--- src/rtl/ro_window_counter_if.sv ---
// ro_window_counter_if: measurement request / result bundle for the RO window counter.
// master = requester (drives RO inputs and start), slave = the counter block.
interface ro_window_counter_if #(
  parameter int CHANNELS = 2,
  parameter int CNT_W    = 8,
  parameter int WIN_W    = 16
);
  logic [CHANNELS-1:0]       ro_in;
  logic                      start;
  logic [WIN_W-1:0]          window_len;
  logic                      busy;
  logic                      done;
  logic                      finished;
  logic [CHANNELS*CNT_W-1:0] counts;
  logic [CHANNELS-1:0]       saturated;
  logic [CHANNELS/2-1:0]     response;

  modport master (
    output ro_in, start, window_len,
    input  busy, done, finished, counts, saturated, response
  );

  modport slave (
    input  ro_in, start, window_len,
    output busy, done, finished, counts, saturated, response
  );
endinterface

--- src/rtl/ro_window_counter.sv ---
// ro_window_counter: counts rising edges on CHANNELS async RO inputs over a
// window of clk cycles, then latches counts and one response bit per pair.
// Optional feature macro: POST_MUX_CNT_SAT_EN (saturating counters + flags);
// without it counters wrap and saturated is tied low.

// Per-channel synchroniser, edge detect and counter.
module ro_window_counter_lane #(
  parameter int CNT_W = 8
) (
  input  logic             clk,
  input  logic             reset_n,
  input  logic             ro,
  input  logic             clr,
  input  logic             en,
  output logic [CNT_W-1:0] cnt,
  output logic             sat
);
  logic s1, s2, s3;
  logic rise;

  // 2-FF synchroniser plus edge register; never cleared by start so an edge
  // straddling the flush/count boundary is seen exactly once.
  always_ff @(posedge clk or negedge reset_n) begin
    if (!reset_n) begin
      s1 <= 1'b0;
      s2 <= 1'b0;
      s3 <= 1'b0;
    end else begin
      s1 <= ro;
      s2 <= s1;
      s3 <= s2;
    end
  end

  assign rise = s2 & ~s3;

`ifdef POST_MUX_CNT_SAT_EN
  // Saturating counter: an edge arriving at all-ones raises the sticky flag.
  always_ff @(posedge clk or negedge reset_n) begin
    if (!reset_n) begin
      cnt <= '0;
      sat <= 1'b0;
    end else if (clr) begin
      cnt <= '0;
      sat <= 1'b0;
    end else if (en && rise) begin
      if (&cnt) sat <= 1'b1;
      else      cnt <= cnt + 1'b1;
    end
  end
`else
  // Wrapping counter (modulo 2^CNT_W).
  always_ff @(posedge clk or negedge reset_n) begin
    if (!reset_n)         cnt <= '0;
    else if (clr)         cnt <= '0;
    else if (en && rise)  cnt <= cnt + 1'b1;
  end

  assign sat = 1'b0;
`endif
endmodule

module ro_window_counter #(
  parameter int CHANNELS = 2,
  parameter int CNT_W    = 8,
  parameter int WIN_W    = 16
) (
  input  logic                  clk,
  input  logic                  reset_n,
  ro_window_counter_if.slave    bus
);
  localparam logic [1:0] S_IDLE  = 2'd0;
  localparam logic [1:0] S_FLUSH = 2'd1;
  localparam logic [1:0] S_COUNT = 2'd2;
  localparam logic [1:0] S_DONE  = 2'd3;

  logic [1:0]                     state;
  logic [WIN_W-1:0]               win_cnt;
  logic                           flush_cnt;
  logic                           busy_q, done_q, fin_q;
  logic [CHANNELS/2-1:0]          resp_q, resp_next;
  logic [CHANNELS-1:0][CNT_W-1:0] cnt_l;
  logic [CHANNELS-1:0]            sat_l;
  logic                           clr, en;

  assign clr = (state == S_IDLE) && bus.start;
  assign en  = (state == S_COUNT);

  for (genvar i = 0; i < CHANNELS; i++) begin : g_lane
    ro_window_counter_lane #(.CNT_W(CNT_W)) u_lane (
      .clk     (clk),
      .reset_n (reset_n),
      .ro      (bus.ro_in[i]),
      .clr     (clr),
      .en      (en),
      .cnt     (cnt_l[i]),
      .sat     (sat_l[i])
    );
  end

  // One response bit per adjacent pair; ties resolve to 0.
  for (genvar k = 0; k < CHANNELS/2; k++) begin : g_resp
    assign resp_next[k] = cnt_l[2*k] > cnt_l[2*k+1];
  end

  // Measurement sequencer: IDLE -> FLUSH(2) -> COUNT(window_len) -> DONE(1).
  // done/busy/finished/response update on the edge leaving DONE, so the
  // done pulse lands 3+window_len cycles after the accepting edge.
  always_ff @(posedge clk or negedge reset_n) begin
    if (!reset_n) begin
      state     <= S_IDLE;
      win_cnt   <= '0;
      flush_cnt <= 1'b0;
      busy_q    <= 1'b0;
      done_q    <= 1'b0;
      fin_q     <= 1'b0;
      resp_q    <= '0;
    end else begin
      done_q <= 1'b0;
      case (state)
        S_IDLE: begin
          if (bus.start) begin
            state     <= S_FLUSH;
            busy_q    <= 1'b1;
            fin_q     <= 1'b0;
            win_cnt   <= bus.window_len;
            flush_cnt <= 1'b0;
          end
        end
        S_FLUSH: begin
          flush_cnt <= 1'b1;
          if (flush_cnt) state <= (win_cnt == '0) ? S_DONE : S_COUNT;
        end
        S_COUNT: begin
          win_cnt <= win_cnt - 1'b1;
          if (win_cnt == WIN_W'(1)) state <= S_DONE;
        end
        default: begin
          state  <= S_IDLE;
          busy_q <= 1'b0;
          done_q <= 1'b1;
          fin_q  <= 1'b1;
          resp_q <= resp_next;
        end
      endcase
    end
  end

  assign bus.busy      = busy_q;
  assign bus.done      = done_q;
  assign bus.finished  = fin_q;
  assign bus.counts    = cnt_l;
  assign bus.saturated = sat_l;
  assign bus.response  = resp_q;
endmodule

--- src/flat_wrapper.sv ---
// flat-port wrapper written by rule: the top's interface ports become plain ports
module ro_window_counter_flat 
#(
  parameter int CHANNELS = 2,
  parameter int CNT_W    = 8,
  parameter int WIN_W    = 16
)
  (clk, reset_n, bus_ro_in, bus_start, bus_window_len, bus_busy, bus_done, bus_finished, bus_counts, bus_saturated, bus_response);
  ro_window_counter_if #(.CHANNELS(CHANNELS), .CNT_W(CNT_W), .WIN_W(WIN_W)) bus_i ();
  input  logic clk;
  input  logic reset_n;
  input wire logic [$bits(bus_i.ro_in)-1:0] bus_ro_in;
  input wire logic [$bits(bus_i.start)-1:0] bus_start;
  input wire logic [$bits(bus_i.window_len)-1:0] bus_window_len;
  output wire logic [$bits(bus_i.busy)-1:0] bus_busy;
  output wire logic [$bits(bus_i.done)-1:0] bus_done;
  output wire logic [$bits(bus_i.finished)-1:0] bus_finished;
  output wire logic [$bits(bus_i.counts)-1:0] bus_counts;
  output wire logic [$bits(bus_i.saturated)-1:0] bus_saturated;
  output wire logic [$bits(bus_i.response)-1:0] bus_response;
  assign bus_i.ro_in = bus_ro_in;
  assign bus_i.start = bus_start;
  assign bus_i.window_len = bus_window_len;
  assign bus_busy = bus_i.busy;
  assign bus_done = bus_i.done;
  assign bus_finished = bus_i.finished;
  assign bus_counts = bus_i.counts;
  assign bus_saturated = bus_i.saturated;
  assign bus_response = bus_i.response;
  ro_window_counter #(.CHANNELS(CHANNELS), .CNT_W(CNT_W), .WIN_W(WIN_W)) u_core (.clk(clk), .reset_n(reset_n), .bus(bus_i));
endmodule
--- config.mk ---
export PLATFORM = sky130hd
export DESIGN_NAME = ro_window_counter_flat
export DESIGN_NICKNAME = d
export VERILOG_FILES = /design/src/rtl/ro_window_counter_if.sv /design/src/rtl/ro_window_counter.sv /design/src/flat_wrapper.sv
export SDC_FILE = /design/constraint.sdc
export NUM_CORES = 1
export LEC_CHECK = 0
export BUFFER_PORTS_ARGS = -buffer_cell sky130_fd_sc_hd__clkbuf_2
export CAP_MARGIN = 20
export CORE_MARGIN = 2
export CORE_UTILIZATION = 55
export DETAILED_ROUTE_END_ITERATION = 7
export PLACE_DENSITY = 0.82
export SLEW_MARGIN = 20
export SYNTH_ARGS = -nofsm -noshare
export SYNTH_HDL_FRONTEND = slang
export SYNTH_SLANG_ARGS = --single-unit
export TNS_END_PERCENT = 20
--- constraint.sdc ---
create_clock -name clk -period 2.67 [get_ports clk]
set_input_delay 0.4005 -clock clk [delete_from_list [all_inputs] [get_ports clk]]
set_output_delay 0.4005 -clock clk [all_outputs]
set_load 0.01 [all_outputs]
* Word-level counts from Yosys, hierarchy flattened
Index checks and enable logic that the tools add are counted.
Cells by class: add/sub/neg operators 3, $lt $le $gt $ge 1, eq/ne operators 6, mux-type cells 17, bitwise logic cells 5, reductions and logical operators 15
Operators by type and width (count):
- $mux 8 | 4
- $pmux 16 s2 | 1
- $add 8x1->8 const B | 2
- $eq 16x1->1 const B | 1
- $logic_not 16->1 | 1
- $mux 16 | 1
- $sub 16x1->16 const B | 1
- $gt 8x8->1 | 1
- $reduce_bool 2->1 | 4
- $mux 2 | 3
- $pmux 1 s2 | 3
- $pmux 2 s3 | 1
- $reduce_and 2->1 | 3
- $mux 1 | 4
- $ne 2x1->1 const B | 2
- $logic_and 1x1->1 | 3
- $not 1->1 | 3
- $reduce_and 3->1 | 1
- $reduce_or 3->1 | 1
- $and 1x1->1 | 2
- $eq 2x1->1 const B | 1
- $eq 2x2->1 const B | 1
- $logic_not 2->1 | 1
- $ne 2x2->1 const B | 1
- $reduce_or 2->1 | 1
Storage, ports and cells: bits in registers 45, input bits 21, output and inout bits 22

* Depth between registers and ports, before layout
Gate-level depths: netlist of run 1.
depth in word-level cells 5, mapped depth 9, mapped depth without buffers 7

* Modules after synthesis
From an unflattened synthesis of run 1, not the netlist that was laid out.
Second synthesis, totals: cell total of the unflattened synthesis 277, area, all modules 2655.0 µm²
By module, submodules not included:
- ro_window_counter | instances 1, cells each 191, area each 1674.1 µm², sequential area each 575.6 µm²
- ro_window_counter_lane | instances 2, cells each 43, area each 490.5 µm², sequential area each 275.3 µm²

* Worst setup path after synthesis of run 1
OpenSTA, ideal clock, no wires.
path type flip-flop to flip-flop, from register u_core.win_cnt[8], to register u_core.state[0], setup time 128 ps, data arrival time 2100 ps, path slack 442 ps, stages on the path, launching flop included 6, buffers on the path 0, path through dfrtp_1 -> or4_4 -> or3_4 -> o41ai_2 -> o2111ai_1 -> mux2_1
Between the ends: word-level cells in the longest chain between the ends 4
Ends and longest elaborated chain:
- start, declared | RTL line ro_window_counter.sv:78 | logic [WIN_W-1:0] win_cnt;
- start signal, assigned | RTL line ro_window_counter.sv:126 | win_cnt <= bus.window_len;
- start signal, assigned | RTL line ro_window_counter.sv:135 | win_cnt <= win_cnt - 1'b1;
- $logic_not 16->1 | RTL line ro_window_counter.sv:132 | if (flush_cnt) state <= (win_cnt == '0) ? S_DONE : S_COUNT;
- $mux 1 | RTL line ro_window_counter.sv:132
- $mux 2 | RTL line ro_window_counter.sv:132
- $pmux 2 s3 | RTL line ro_window_counter.sv:120 | case (state)
- end signal, assigned | RTL line ro_window_counter.sv:132
- end, declared | RTL line ro_window_counter.sv:77 | logic [1:0] state;
Parallel ways exist; a longest one is shown, timed or not. The select of a mux whose other input is x is not followed. A chain may end at the register's enable or synchronous reset.

* Worst setup path in the final report of run 1
Ends and elaborated chain as after synthesis.

==> results of run 1 <==
[synth_stat cells (2+ instances only)]
cell type,number
o21ai_0,7
buf_4,2
a21oi_1,21
o22a_1,2
nor2b_1,3
nand4_1,6
nand2b_1,4
inv_1,27
dfrtp_1,45
and3b_1,2
mux2i_1,11
or4_1,3
o2111a_1,2
nor3_1,4
xor2_1,5
xnor2_1,9
nand2_1,19
or3_1,2
ha_1,16
o22ai_1,16
o221ai_1,2
clkbuf_1,16
nand3_1,9
a31oi_1,12
nor2_1,38
[routing by layer]
layer | vias up | global-route usage | routed length [um]
li1 | 1118 | - | -
met1 | 1073 | 0.302 | 2520
met2 | 45 | 0.353 | 2630
met3 | 12 | 0.0508 | 182
met4 | 0 | 0.0848 | 111
met5 | - | 0 | 0
[cell usage in the layout, fill, tap and decap left out, types with 11 or more instances in the layout]
| cell type | n |
|---|---|
| nor2_1 | 38 |
| ha_1 | 16 |
| mux2i_1 | 11 |
| dfrtp_1 | 45 |
| nand2_1 | 19 |
| a31oi_1 | 12 |
| a21oi_1 | 21 |
| clkbuf_2 | 40 |
| inv_1 | 27 |
| o22ai_1 | 16 |
[stage by stage]
| stage | cell area, um^2 | utilization | hold WS, ns | instances | worst slack [ns] |
|---|---|---|---|---|---|
| floorplan | 2660 | - | 0.105 | 300 | 0.442 |
| global placement | 2920 | 0.621 | 0.336 | 384 | 0.368 |
| detailed placement | 2920 | 0.621 | 0.335 | 384 | 0.340 |
| CTS | 3040 | 0.647 | 0.155 | 392 | 0.314 |
| global route | 3040 | 0.647 | 0.183 | 392 | 0.220 |
| finish | 3040 | 0.647 | 0.135 | 392 | 0.310 |
[how the worst max path moves through the flow]
stage | startpoint | to | depth (start not counted) | slack, ns
3_5_place_dp | u_core.win_cnt[8] | u_core.state[0] | 5 | 0.34
4_1_cts | u_core.win_cnt[8] | u_core.state[0] | 5 | 0.31
2_1_floorplan | u_core.win_cnt[8] | u_core.state[0] | 5 | 0.44
3_3_place_gp | u_core.win_cnt[8] | u_core.state[0] | 5 | 0.37
6_report | u_core.win_cnt[8] | u_core.state[0] | 5 | 0.31
5_1_grt | u_core.win_cnt[8] | u_core.state[0] | 5 | 0.22
[sequential cells by signal, summed over array words and instances (netlist names)]
register,flops
u_core.bus.busy,1
u_core.bus.done,1
u_core.bus.finished,1
u_core.bus.response,1
u_core.flush_cnt,1
u_core.g_lane.u_lane.cnt,16
u_core.g_lane.u_lane.s1,2
u_core.g_lane.u_lane.s2,2
u_core.g_lane.u_lane.s3,2
u_core.state,2
u_core.win_cnt,16
[power by group]
part	switching, mW	internal (mW)	leakage, nW	total [mW]
logic	0.719	0.562	0.887	1.28
registers	0.232	0.880	0.548	1.11
clock network	0.237	0.304	0.0574	0.542
total	1.19	1.75	1.49	2.93
[cell families after synthesis]
logic type      after synthesis  synth area share
mux                          13            0.0499
other cells                   1           0.00141
fa+ha+maj                    16            0.0753
simple gates                 97             0.176
flops                        45             0.424
compound gates               68             0.161
xor+xnor                     14            0.0461
buf+inv                      45            0.0664
[area by class of cell]
type / count / share of cell area
Multi-Input combinational cell: 210 / 0.448
Tap cell: 54 / 0.0223
Timing Repair Buffer: 48 / 0.0857
Clock inverter: 2 / 0.0124
Sequential cell: 45 / 0.371
Inverter: 27 / 0.0334
Clock buffer: 6 / 0.0272
==> results.cfg, run 1 <==
[status]
outcome = completed

[worst_hold_path]
hold_path.class = input port to asynchronous set/reset pin

[layout]
antenna-diode-count = 0
seqCellArea_um2 = 1130
drive_above_1_share = 0.180
n_fill_cell = 373
multi_input_area_um2 = 1360
finalNetCount = 374
syn_to_final_growth_pct = 14.2

[sta]
fmax_mhz = 424
drv_slew = 0
post-route-period-util = 0.884
tns_ns = 0
hold_viol_final = 0
worst_pin_slew_ns = 0.719
fin_crit_ns = 2.36
slew_headroom = 0.520
setup_viol = 0
rsz0062_at_grt = no
fin_skew_ns = 0.00648

[placed_design]
gp_congestion = 0.833
dp.final_hpwl_um = 3950
port_buffers = 40

[critical_path]
path_delay_family = simple AND/OR/NAND/NOR gates
path_cells = or4_4 -> or3_4 -> o41ai_2 -> o2111ai_1 -> mux2_1
worst_path_max_delay_cell = or4_4
r2r_slack_ns = 0.31
cp_slowest_stage_delay_ns = 0.56
cp_max_fo = 8
cp-start-kind = register
r2r_cells = 5
r2r_start = u_core.win_cnt[8]
r2r-end = u_core.state[0]
crit_buf_inv = 0
worstPathArrival_ns = 2.55
critical_path_class = register to register
crit_path_end_kind = register
required_ns = 2.86

[global_routing]
grt.overflow.total = 0
grt_max_degree = 29
grt_pass1_wl_um = 9430
grt_util_all_layers = 0.224
grt_pass1_vias = 2106
antenna_found_initial = 0

[yosys]
synth-warning-count = 0
synth_seq_cells = 45
yosys-top-cells-area = dfrtp_1, ha_1, nor2_1
yosysSeqAreaShare = 0.424
avgSynthCellArea_um2 = 8.89
synth_edf_count = 0
ys.flop_type = dfrtp_1
synth_cell_type_count = 41
yosysTopAreaCellShare = 0.424
synth_top_cell_by_area = dfrtp_1
netlist_area_um2 = 2660
synthCells = 299
synthArstFlopShare = 1.00

[drt]
wire_per_inst_um = 13.9
final_antenna_net_count = 0
drt_iter0_drc = 126
via_per_inst = 5.73
vias = 2248
dr.pass1.iters = 4
drc = 0
drt-total-wl_um = 5440

[die]
die_height_um = 73.5
die_w_um = 73.5
io_pins = 43
die_area_um2 = 5410
start_util = 0.567
std_cell_rows = 25
core-area_um2 = 4690

[cts]
cts_resized = 0
clk_pin_slew_ns = 0.08
htree_levels = 2
cts_root_buf = clkbuf_8
ctsHoldBuffers = 0
cts.sink_count = 45
cts.path.max_buffers = 2
worstSkewPairLatency_ns = 0.30
cts_buffers = 5
postCtsSetupRepairBufs = 0
cts_tree = built

[power]
p_leak_nw = 1.49
peakVddDrop_mv = 0.567
total_power_mw = 2.93
power_density_nw_per_um2 = 967

[flow_run]
cap_violations = 0
(Power assumes the default switching activity.)
==> run 2: changes to the inputs <==
Settings changed: ABC_AREA from default to 1.
==> results.cfg, run 2 <==
[critical_path]
cp_max_fo = 15
r2r_cells = 10
critical_path_class = register to register
cp_slowest_stage_delay_ns = 0.43
r2r_slack_ns = 0.69
r2r_start = u_core.state[0]
worstPathArrival_ns = 2.18
path_cells = inv_1 -> ha_1 -> buf_4 -> inv_1 -> nor3_1 -> nand2_1 -> nand2_1 -> nand2_1 -> nand2_1 -> inv_1
r2r-end = u_core.win_cnt[10]
worst_path_max_delay_cell = dfrtp_1
cp-start-kind = register
required_ns = 2.87
crit_path_frequent_cell = nand2_1
crit_path_end_kind = register

[sta]
slew_headroom = 0.615
holdWs_ns = 0.175
fmax_mhz = 505
drv_slew = 0
fin_crit_ns = 1.98
hold_viol_final = 0
setup_viol = 0
fin_skew_ns = 0.00560
post-route-period-util = 0.742
tns_ns = 0
worst_pin_slew_ns = 0.578
rsz0062_at_grt = no

[yosys]
synth_top_cell_by_area = dfrtp_1
synth_top_family_by_area = simple AND/OR/NAND/NOR gates
yosys.area_share.simple = 0.329
muxShareOfSynthArea = 0
synth-warning-count = 0
yosysSeqAreaShare = 0.407
avgSynthCellArea_um2 = 7.45
synth_edf_count = 0
netlist_area_um2 = 2760
synth-xor-area-share = 0.00951
ys.flop_type = dfrtp_1
synthCells = 371
synthArstFlopShare = 1.00
synth_cell_type_count = 33
post-synth-top-count-cell = nand2_1
synth_seq_cells = 45
synthTopCellsByCount = nand2_1, nor2_1, dfrtp_1
yosys-top-cells-area = dfrtp_1, nand2_1, ha_1
synth-compound-area-share = 0.101
synth_adder_area_share = 0.0724
yosysTopAreaCellShare = 0.407

[drt]
drt_iter0_drc = 199
vias = 2443
wire_per_inst_um = 11.8
drc = 0
drt-total-wl_um = 5660
via_per_inst = 5.08
final_antenna_net_count = 0
dr.pass1.iters = 4

[layout]
finish.instance_area_um2 = 3110
multi_input_area_um2 = 1420
finalCoreUtilization = 0.649
largest_registers = u_core.g_lane.u_lane.cnt: 16 flops, u_core.win_cnt: 16 flops
drive_above_1_share = 0.169
finalNonFillerCells = 481
syn_to_final_growth_pct = 12.4
final_common_cell = nand2_1
finalNetCount = 450
layout_common_cells = nand2_1, nor2_1, dfrtp_1
seqCellArea_um2 = 1130
antenna-diode-count = 0
n_fill_cell = 405

[global_routing]
grt_util_all_layers = 0.223
grt_pass1_vias = 2261
antenna_found_initial = 0
grt.overflow.total = 0
grt_pass1_wl_um = 9760
grt_max_degree = 46

[power]
swShare = 0.378
combPwrFrac = 0.304
p_leak_nw = 1.71
peakVddDrop_mv = 0.465
clockPowerShare = 0.226
power_density_nw_per_um2 = 620
seq_power_share = 0.471
switchingPower_mw = 0.730
power.internal_mw = 1.20

[placed_design]
placed_area_um2 = 3020
port_buffers = 40
gp_congestion = 0.902
dp_cells = 473
dp.final_hpwl_um = 4170

[cts]
ctsHoldBuffers = 0
postCtsSetupRepairBufs = 0
cts_tree = built
worstSkewPairLatency_ns = 0.31
cts_buffers = 5
cts_root_buf = clkbuf_8
cts.path.max_buffers = 2
cts.sink_count = 45
cts_resized = 0
clk_pin_slew_ns = 0.09
htree_levels = 2

[status]
outcome = completed

[die]
start_util = 0.578
core-area_um2 = 4790
die_area_um2 = 5610
std_cell_rows = 25
io_pins = 43
die_w_um = 74.9
die_height_um = 74.9

[worst_hold_path]
hold_path.class = input port to asynchronous set/reset pin

[flow_run]
cap_violations = 0
==> run 2: cell types whose count changed in the layout (fill, tap and decap cells not counted), moves of 8 or more <==
cell	before	now
nand2_1	19	104
o21ai_0	7	26
o22ai_1	16	1
inv_1	27	39
a31oi_1	12	1
mux2i_1	11	0
nand3_1	9	20
nor2_1	38	46
xnor2_1	9	1
==> run 2: area by class of cell <==
class,instances,share of cell area
clock buffer,5,0.0221
inverter,41,0.0495
sequential,45,0.362
clock inverter,3,0.00684
timing repair buffer,44,0.0741
tap,67,0.0270
multi-input combinational,276,0.458
==> run 2: layer usage <==
metal,vias to the layer above,global-route usage,share of wire
met4,0,0.0774,0.013
met5,-,0,0
met3,9,0.0509,0.042
met2,53,0.345,0.45
met1,1113,0.309,0.50
li1,1268,-,-
==> run 2: worst max path at each step <==
stage | start | end | slack [ns] | cells past startpoint
finish | u_core.state[0] | u_core.win_cnt[10] | 0.69 | 10
global placement | u_core.state[0] | u_core.win_cnt[10] | 0.83 | 10
floorplan | u_core.state[0] | u_core.win_cnt[3] | 1.20 | 9
global route | u_core.state[0] | u_core.win_cnt[10] | 0.51 | 10
detailed placement | u_core.state[0] | u_core.win_cnt[10] | 0.74 | 10
CTS | u_core.state[0] | u_core.win_cnt[10] | 0.70 | 10
==> run 2: cells by family after synthesis <==
group | Yosys count
simple gates | 204
compound gates | 51
buf+inv | 51
flops | 45
fa+ha+maj | 16
xor+xnor | 3
other cells | 1
==> run 2: through the flow <==
stage	worst slack [ns]	power, mW
floorplan	1.20	1.28
global placement	0.832	1.47
detailed placement	0.736	1.51
CTS	0.701	1.94
global route	0.514	2.07
finish	0.690	1.93
==> run 2: worst max-delay path: cells and delay by family, from the launching register on <==
family	cells	cell delay, ns
flops	1	0.43
fa+ha+maj	1	0.41
buf+inv	4	0.59
simple gates	5	0.45
==> run 2: power by group through the flow <==
stage	Clock [mW]	Sequential, mW	Combinational [mW]
after floorplan	0	0.932	0.348
after global placement	0	0.911	0.563
after detailed placement	0	0.916	0.589
after CTS	0.450	0.902	0.592
after global routing	0.471	0.921	0.682
final	0.435	0.907	0.585
